$ cat config.mk
export PLATFORM = sky130hd
export DESIGN_NAME = entropy_decode_ac_level_coefficients_flat
export DESIGN_NICKNAME = d
export VERILOG_FILES = /design/src/rtl/entropy_decode_ac_level_coefficients_if.sv /design/src/rtl/entropy_decode_ac_level_coefficients.sv /design/src/flat_wrapper.sv
export SDC_FILE = /design/constraint.sdc
export NUM_CORES = 1
export LEC_CHECK = 0
export BUFFER_PORTS_ARGS = -buffer_cell sky130_fd_sc_hd__buf_2
export CAP_MARGIN = 40
export CORE_MARGIN = 2
export CORE_UTILIZATION = 50
export DETAILED_ROUTE_END_ITERATION = 16
export GPL_TIMING_DRIVEN = 0
export PLACE_DENSITY = 0.68
export SLEW_MARGIN = 30
export SYNTH_ARGS = -nofsm -noshare
export SYNTH_HDL_FRONTEND = slang
export SYNTH_SLANG_ARGS = --single-unit
$ cat constraint.sdc
create_clock -name clk -period 5.3 [get_ports clk]
set_clock_uncertainty 0.2 [all_clocks]
set_input_delay 0.53 -clock clk [delete_from_list [all_inputs] [get_ports clk]]
set_output_delay 0.53 -clock clk [all_outputs]
set_load 0.03 [all_outputs]
$ cat src/rtl/entropy_decode_ac_level_coefficients_if.sv
// Bundles the control, bitstream and result signals of the AC level decoder.
// The master modport drives requests and bits; the slave modport is the decoder.
interface entropy_decode_ac_level_coefficients_if;
  logic               slice_start;
  logic               level_req;
  logic               bit_in;
  logic               bit_valid;
  logic               bit_ready;
  logic               busy;
  logic               output_valid;
  logic signed [31:0] level;
  logic        [31:0] abs_level_minus_1;
  logic               error;

  modport master (
    output slice_start, level_req, bit_in, bit_valid,
    input  bit_ready, busy, output_valid, level, abs_level_minus_1, error
  );

  modport slave (
    input  slice_start, level_req, bit_in, bit_valid,
    output bit_ready, busy, output_valid, level, abs_level_minus_1, error
  );
endinterface

$ cat src/rtl/entropy_decode_ac_level_coefficients.sv
// Adaptive Rice / Exp-Golomb decoder for AC coefficient levels.
// The codebook (Rice threshold T, Exp-Golomb order k) follows the magnitude of
// the previous level. Define AC_LEVEL_DEC_ERR_EN to abort with an error pulse
// when the zero prefix reaches 17; otherwise the prefix saturates at 31.
module entropy_decode_ac_level_coefficients (
  input logic                                   clk,
  input logic                                   reset_n,
  entropy_decode_ac_level_coefficients_if.slave bus
);

  localparam logic [2:0] StIdle   = 3'd0;
  localparam logic [2:0] StPrefix = 3'd1;
  localparam logic [2:0] StSuffix = 3'd2;
  localparam logic [2:0] StSign   = 3'd3;
  localparam logic [2:0] StDone   = 3'd4;

  logic        [2:0]  r_state;
  logic        [31:0] r_prev;
  logic        [4:0]  r_z;
  logic        [1:0]  r_t;
  logic        [1:0]  r_k;
  logic        [4:0]  r_len;
  logic        [4:0]  r_cnt;
  logic        [31:0] r_s;
  logic        [31:0] r_abs;
  logic        [31:0] r_abs_out;
  logic signed [31:0] r_level;
`ifdef AC_LEVEL_DEC_ERR_EN
  logic               r_error;
`endif

  logic        [31:0] w_prev_src;
  logic        [1:0]  w_t;
  logic        [1:0]  w_k;
  logic               w_ready;
  logic               w_fire;
  logic        [5:0]  w_len_raw;
  logic        [4:0]  w_len;
  logic        [31:0] w_s_next;
  logic        [31:0] w_mag;

  // Magnitude minus one from the Exp-Golomb part: ((1<<len)|s) - (1<<k) + T.
  function automatic logic [31:0] calc_abs(input logic [4:0] len, input logic [31:0] s,
                                           input logic [1:0] k, input logic [1:0] t);
    return ((32'd1 << len) | s) - (32'd1 << k) + {30'd0, t};
  endfunction

  // Codebook selection; a coincident slice_start means the history is already reset.
  always_comb begin
    w_prev_src = bus.slice_start ? 32'd1 : r_prev;
    w_t        = 2'd0;
    w_k        = 2'd2;
    if (w_prev_src == 32'd0) begin
      w_t = 2'd3;
      w_k = 2'd2;
    end else if (w_prev_src == 32'd1) begin
      w_t = 2'd2;
      w_k = 2'd1;
    end else if (w_prev_src == 32'd2) begin
      w_t = 2'd3;
      w_k = 2'd1;
    end else if (w_prev_src == 32'd3) begin
      w_t = 2'd0;
      w_k = 2'd0;
    end else if (w_prev_src < 32'd8) begin
      w_t = 2'd0;
      w_k = 2'd1;
    end
  end

  // Handshake, suffix length (z - T + k, clamped to 31) and the signed output level.
  always_comb begin
    w_ready   = (r_state == StPrefix) || (r_state == StSuffix) || (r_state == StSign);
    w_fire    = w_ready & bus.bit_valid;
    w_len_raw = {1'b0, r_z} - {4'd0, r_t} + {4'd0, r_k};
    w_len     = (w_len_raw > 6'd31) ? 5'd31 : w_len_raw[4:0];
    w_s_next  = {r_s[30:0], bus.bit_in};
    w_mag     = r_abs + 32'd1;
  end

  assign bus.bit_ready         = w_ready;
  assign bus.busy              = (r_state != StIdle);
  assign bus.output_valid      = (r_state == StDone);
  assign bus.level             = r_level;
  assign bus.abs_level_minus_1 = r_abs_out;
`ifdef AC_LEVEL_DEC_ERR_EN
  assign bus.error             = r_error;
`else
  assign bus.error             = 1'b0;
`endif

  // Decoder FSM, codebook history and registered results.
  always_ff @(posedge clk or negedge reset_n) begin
    if (!reset_n) begin
      r_state   <= StIdle;
      r_prev    <= 32'd1;
      r_z       <= 5'd0;
      r_t       <= 2'd0;
      r_k       <= 2'd0;
      r_len     <= 5'd0;
      r_cnt     <= 5'd0;
      r_s       <= 32'd0;
      r_abs     <= 32'd0;
      r_abs_out <= 32'd0;
      r_level   <= 32'sd0;
`ifdef AC_LEVEL_DEC_ERR_EN
      r_error   <= 1'b0;
`endif
    end else begin
`ifdef AC_LEVEL_DEC_ERR_EN
      r_error <= 1'b0;
`endif
      if (bus.slice_start && (r_state != StIdle)) begin
        r_prev  <= 32'd1;
        r_state <= StIdle;
        if (bus.level_req) begin
          r_t     <= w_t;
          r_k     <= w_k;
          r_z     <= 5'd0;
          r_s     <= 32'd0;
          r_state <= StPrefix;
        end
      end else begin
        if (bus.slice_start) r_prev <= 32'd1;
        case (r_state)
          StIdle: begin
            if (bus.level_req) begin
              r_t     <= w_t;
              r_k     <= w_k;
              r_z     <= 5'd0;
              r_s     <= 32'd0;
              r_state <= StPrefix;
            end
          end
          StPrefix: begin
            if (w_fire) begin
              if (!bus.bit_in) begin
`ifdef AC_LEVEL_DEC_ERR_EN
                if (r_z == 5'd16) begin
                  r_error <= 1'b1;
                  r_state <= StIdle;
                end else begin
                  r_z <= r_z + 5'd1;
                end
`else
                if (r_z != 5'd31) r_z <= r_z + 5'd1;
`endif
              end else if (r_z < {3'd0, r_t}) begin
                r_abs   <= {27'd0, r_z};
                r_state <= StSign;
              end else if (w_len == 5'd0) begin
                r_abs   <= calc_abs(5'd0, 32'd0, r_k, r_t);
                r_state <= StSign;
              end else begin
                r_len   <= w_len;
                r_cnt   <= w_len;
                r_state <= StSuffix;
              end
            end
          end
          StSuffix: begin
            if (w_fire) begin
              r_s   <= w_s_next;
              r_cnt <= r_cnt - 5'd1;
              if (r_cnt == 5'd1) begin
                r_abs   <= calc_abs(r_len, w_s_next, r_k, r_t);
                r_state <= StSign;
              end
            end
          end
          StSign: begin
            if (w_fire) begin
              r_abs_out <= r_abs;
              r_level   <= bus.bit_in ? -$signed(w_mag) : $signed(w_mag);
              r_prev    <= r_abs;
              r_state   <= StDone;
            end
          end
          StDone:  r_state <= StIdle;
          default: r_state <= StIdle;
        endcase
      end
    end
  end

endmodule
$ cat src/flat_wrapper.sv
// flat-port wrapper written by rule: the top's interface ports become plain ports
module entropy_decode_ac_level_coefficients_flat 
  (clk, reset_n, bus_slice_start, bus_level_req, bus_bit_in, bus_bit_valid, bus_bit_ready, bus_busy, bus_output_valid, bus_level, bus_abs_level_minus_1, bus_error);
  entropy_decode_ac_level_coefficients_if bus_i ();
  input logic clk;
  input logic reset_n;
  input wire logic [$bits(bus_i.slice_start)-1:0] bus_slice_start;
  input wire logic [$bits(bus_i.level_req)-1:0] bus_level_req;
  input wire logic [$bits(bus_i.bit_in)-1:0] bus_bit_in;
  input wire logic [$bits(bus_i.bit_valid)-1:0] bus_bit_valid;
  output wire logic [$bits(bus_i.bit_ready)-1:0] bus_bit_ready;
  output wire logic [$bits(bus_i.busy)-1:0] bus_busy;
  output wire logic [$bits(bus_i.output_valid)-1:0] bus_output_valid;
  output wire logic [$bits(bus_i.level)-1:0] bus_level;
  output wire logic [$bits(bus_i.abs_level_minus_1)-1:0] bus_abs_level_minus_1;
  output wire logic [$bits(bus_i.error)-1:0] bus_error;
  assign bus_i.slice_start = bus_slice_start;
  assign bus_i.level_req = bus_level_req;
  assign bus_i.bit_in = bus_bit_in;
  assign bus_i.bit_valid = bus_bit_valid;
  assign bus_bit_ready = bus_i.bit_ready;
  assign bus_busy = bus_i.busy;
  assign bus_output_valid = bus_i.output_valid;
  assign bus_level = bus_i.level;
  assign bus_abs_level_minus_1 = bus_i.abs_level_minus_1;
  assign bus_error = bus_i.error;
  entropy_decode_ac_level_coefficients u_core (.clk(clk), .reset_n(reset_n), .bus(bus_i));
endmodule
After elaboration in Yosys (flattened, before gate mapping). Cells that the tools add are included.

Add/subtract/negate cells: 10. Shift operators: 2. Equal/unequal tests: 24. Reduce and logical (&&, ||, !) cells: 18. Bitwise operators: 5. Mux-type cells: 54. Magnitude comparators: 3.

Operators with widths (count): two-way mux 32 bit (14); case mux 32 bit (2 select lines) (2); adder 32 x 2 -> 32 bit (2); equality test 32 x 2 -> 1 bit, second input constant (2); two-way mux 5 bit (11); adder 32 x 1 -> 32 bit, second input constant (1); equality test 32 x 1 -> 1 bit, second input constant (1); zero test 32 bit (1); less-than comparator 32 x 4 -> 1 bit, second input constant (1); negation 32 bit (1); bitwise OR 32 bit (1); << shifter 1 x 2 -> 32 bit, first input constant (1); << shifter 1 x 5 -> 32 bit, first input constant (1); subtractor 1 x 32 -> 32 bit, first input constant (1); subtractor 32 bit (1); two-way mux 2 bit (14); two-way mux 3 bit (8); case mux 5 bit (2 select lines) (2); != test 3 bit, second input constant (5); AND reduction 7 bit (2); != test 3 x 2 -> 1 bit, second input constant (4); case mux 3 bit (4 select lines) (1); AND reduction 6 bit (2); nonzero test 3 bit (3); 24 further kinds (34).

Bits of input ports: 6. Logic and storage cells: 127. Output and inout port bits: 68. Flip-flop bits (word level): 182.

Depth between registers and ports, before layout.
Word-level depth: 11. Depth in mapped cells: 15.

Least setup slack after synthesis. OpenSTA, ideal clock, no wires.

Path kind: register -> register. From: register u_core.r_len[0]. To: register u_core.r_abs[31]. Cell stages (with the launch flop): 16. Path buffers: 1. Setup time: 0.065 ns. Data arrival time: 3.631 ns. Data required time: 5.035 ns. Setup slack: 1.404 ns. Cells stage by stage: dfrtp_1 -> clkbuf_1 -> nor3b_1 -> a21oi_1 -> fa_1 -> inv_1 -> ha_1 -> a211o_1 -> a211oi_1 -> nor3b_1 -> nor4_1 -> o21ai_1 -> a21oi_1 -> o31ai_1 -> mux2_2 -> nand2_1.

Longest elaborated chain between the ends: 7.

Ends and longest elaborated chain: start: declaration (line entropy_decode_ac_level_coefficients.sv:22) `logic [4:0] r_len;`; start signal: assignment (line entropy_decode_ac_level_coefficients.sv:155) `r_len <= w_len;`; << shifter 1 x 5 -> 32 bit (line entropy_decode_ac_level_coefficients.sv:45) `return ((32'd1 << len) | s) - (32'd1 << k) + {30'd0, t};`; bitwise OR 32 bit (line entropy_decode_ac_level_coefficients.sv:45); subtractor 32 bit (line entropy_decode_ac_level_coefficients.sv:45); adder 32 x 2 -> 32 bit (line entropy_decode_ac_level_coefficients.sv:45); two-way mux 32 bit (line entropy_decode_ac_level_coefficients.sv:165) `if (r_cnt == 5'd1) begin`; two-way mux 32 bit (line entropy_decode_ac_level_coefficients.sv:162) `if (w_fire) begin`; case mux 32 bit (2 select lines) (line entropy_decode_ac_level_coefficients.sv:125) `case (r_state)`; end signal: assignment (line entropy_decode_ac_level_coefficients.sv:149) `r_abs <= {27'd0, r_z};`; end signal: assignment (line entropy_decode_ac_level_coefficients.sv:152) `r_abs <= calc_abs(5'd0, 32'd0, r_k, r_t);`; end signal: assignment (line entropy_decode_ac_level_coefficients.sv:166) `r_abs <= calc_abs(r_len, w_s_next, r_k, r_t);`; end: declaration (line entropy_decode_ac_level_coefficients.sv:25) `logic [31:0] r_abs;`.

Every way passes these cells. The select of a mux whose other input is x is not followed. A chain may end at the register's enable or synchronous reset.

Worst setup path in the final report.
From: register u_core.r_len[0]. To: register u_core.r_abs[30].

The elaborated chain is that of the path after synthesis.

==> metrics.cfg <==
[status]
status=complete, no violations

[power_and_ir_drop]
power_density_nw_per_um2=633.4
p_leak_nw=6.331
peakVddDrop_v=0.0002630

[yosys]
synth_area_sq_um=11930
async_reset_ff_frac=1.000
ys_seq_elements=181
synth.most_common_cell=nand2_1
syn_inst=1418
synth_nets=1482
ys_top_cells_by_area=dfrtp_1, nand2_1, ha_1
seq_area_frac_synth=0.3796
synth_cell_types=85
synth_area_leader_cell=dfrtp_1
yosysWarnings=0
synth_area_per_cell_sq_um=8.416
synth_edf_count=0
synth_common_cells=nand2_1, dfrtp_1, a21oi_1, nor2_1, o21ai_0
yosys.area.top_type_share=0.3774
synthFlopType=dfrtp_1

[sta]
finalSetupViolCount=0
fin_hold_ws_ns=0.2709
finalWorstSetupSlack_ns=0.5998
worstMarginPinSlew_ns=0.8982
relSlewSlack=0.3936
fin_crit_ns=4.700
max_freq_ghz=0.2128
maxSlewViolCount=0
hold_viol=0
fin_setup_tns_ns=0
rsz0062_at_grt=false
finalCritPeriodShare=0.8868

[worst_setup_path]
cp.arrival_ns=4.82
rr_endpoint=u_core.r_abs[30]$_DFFE_PN0P_
setup.worst_path.class=register to register
start_kind=register
worstPathRequired_ns=5.42
path_max_fanout=10
reg2reg_from=u_core.r_len[0]$_DFFE_PN0P_
crit_path_end=u_core.r_abs[30]$_DFFE_PN0P_
reg2reg_slack_ns=0.60
cp-startpoint=u_core.r_len[0]$_DFFE_PN0P_
worstRegToRegCells=15
endpoint_kind=register

[job]
drv_cap=0

[clock_tree]
cts-root-buf=clkbuf_16
clk_pin_slew_worst_paths_ns=0.07
cts_sinks=181
cts.htree.levels=4
clock_latency_ns=0.43
cts_made_buffers=17
cts_tree=built
cts.path.max_buffers=2

[drt]
drt_wl_total_microns=30970
dr_wl_met2_microns=14920
wire_per_inst_microns=16.79
ant_nets=0
drc=0
vias=10310
drt_first_pass_iters=7
wl_met1_microns=14410
viasPerCell=5.591
dr_wl_met3_microns=1078
drt_iter0_drc=844
top_layer=met4

[layout]
fin_nets=1577
final_layout_size_suffix_gt1_frac=0.1095
syn2layout_area_growth_pct=11.76
antenna_cells=0
fillers=2217

[placement]
pre_cts_ws_ns=0.6496
place.gp.congestion=0.9182
port_buffers=71
dpl.hpwl_microns=23490

[floorplanning]
boundaryPins=74
row_count=56
die_h_microns=158.5
coreArea_sq_um=23470
dieArea_sq_um=25120
initial_core_util=0.5084
fp.dieW_microns=158.5

[grt]
grt_pass1_vias=9837
grt_start_max_net_pins=70
antenna_found_initial=0
grt_pass1_wl_microns=50690
overflow=0
grt_usage=0.2551

[hold_path]
min_path_type=register to register
min_from=u_core.bus.abs_level_minus_1[18]$_DFFE_PN0P_

[metrics by stage]
stage / util / area [sq um] / power [W] / cells
after floorplan: - / 11930 / 0.005967 / 1418
after global placement: 0.5406 / 12690 / 0.007071 / 1808
after detailed placement: 0.5438 / 12760 / 0.007147 / 1812
after CTS: 0.5682 / 13340 / 0.008433 / 1844
after global routing: 0.5682 / 13340 / 0.009148 / 1844
final: 0.5682 / 13340 / 0.008449 / 1844
[timing repair]
| action | in CTS | in global routing |
|---|---|---|
| hold buffers | 1 | 0 |
| setup buffers | 0 | 0 |
| gates resized for setup | 0 | 0 |
| endpoints found under the setup margin | 0 | 0 |
| endpoints found under the hold margin | 52 | 0 |
[critical path, stage by stage (launching register included)]
cell and delay (ns):
dfrtp_1 0.32, clkbuf_1 0.36, nor3b_1 0.48, a21oi_1 0.18, fa_1 0.52, inv_1 0.07
fa_1 0.47, a211oi_1 0.42, o21ai_0 0.17, a21oi_1 0.21, o21ai_0 0.26, a31oi_1 0.35
o21ai_0 0.14, a21oi_1 0.20, nand3b_1 0.09, o211a_1 0.13
[kinds of logic (layout without fill, tap and decap cells)]
family                   Yosys count  count (layout)  synth area share
multiplexers                      13              13           0.01164
XOR/XNOR                          94              94           0.06899
other                              1               1         0.0003142
AO/OA/AOI/OAI                    376             376            0.2066
adder cells (fa/ha/maj)           58              58           0.06396
buffers and inverters            155             262           0.05473
flip-flops                       181             181            0.3796
AND/OR/NAND/NOR                  540             540            0.2141
[flip-flops by register name, summed over array words and instances (netlist names)]
| signal | flops |
|---|---|
| u_core.r_abs | 32 |
| u_core.r_z | 5 |
| u_core.bus.level | 32 |
| u_core.bus.abs_level_minus_1 | 32 |
| u_core.r_k | 2 |
| u_core.r_len | 5 |
| u_core.r_s | 31 |
| u_core.r_prev | 32 |
| u_core.r_t | 2 |
| u_core.r_cnt | 5 |
| u_core.r_state | 3 |
[power by group]
part / switching [W] / internal, W / total [W]
registers: 0.000270 / 0.00179 / 0.00206
logic: 0.00319 / 0.00194 / 0.00513
clock network: 0.000599 / 0.000663 / 0.00126
[metal layers]
metal,up-vias,track usage
li1,5126,-
met3,37,0.03157
met5,-,0
met4,0,0.06735
met2,260,0.4381
met1,4887,0.3416
[cells in the final DEF (no fill, tap or decap), types with 50 or more instances in the layout]
cell type    n
a21o_1      50
a21oi_1    110
buf_2       81
clkbuf_1    70
dfrtp_1    180
ha_1        53
inv_1       63
nand2_1    281
nor2_1      93
o21ai_0     71
xnor2_1     65
[how the worst min path moves through the flow]
stage                     cells past startpoint                                           end
after floorplan                               0   u_core.bus.abs_level_minus_1[0]$_DFFE_PN0P_
after global placement                        2   u_core.bus.abs_level_minus_1[5]$_DFFE_PN0P_
after detailed placement                      2  u_core.bus.abs_level_minus_1[18]$_DFFE_PN0P_
after CTS                                     2  u_core.bus.abs_level_minus_1[11]$_DFFE_PN0P_
after global routing                          2  u_core.bus.abs_level_minus_1[20]$_DFFE_PN0P_
final                                         2  u_core.bus.abs_level_minus_1[18]$_DFFE_PN0P_
[final cells by class]
class | count | area, sq um | area share
Sequential cell | 181 | 4531 | 0.3397
Tap cell | 319 | 399.1 | 0.02992
Clock inverter | 13 | 135.1 | 0.01013
Inverter | 64 | 240.2 | 0.01801
Timing Repair Buffer | 76 | 440.4 | 0.03302
Multi-Input combinational cell | 1082 | 6750 | 0.5061
Buffer | 91 | 412.9 | 0.03096
Clock buffer | 18 | 429.2 | 0.03218
Power figures use the tool's default switching activity.
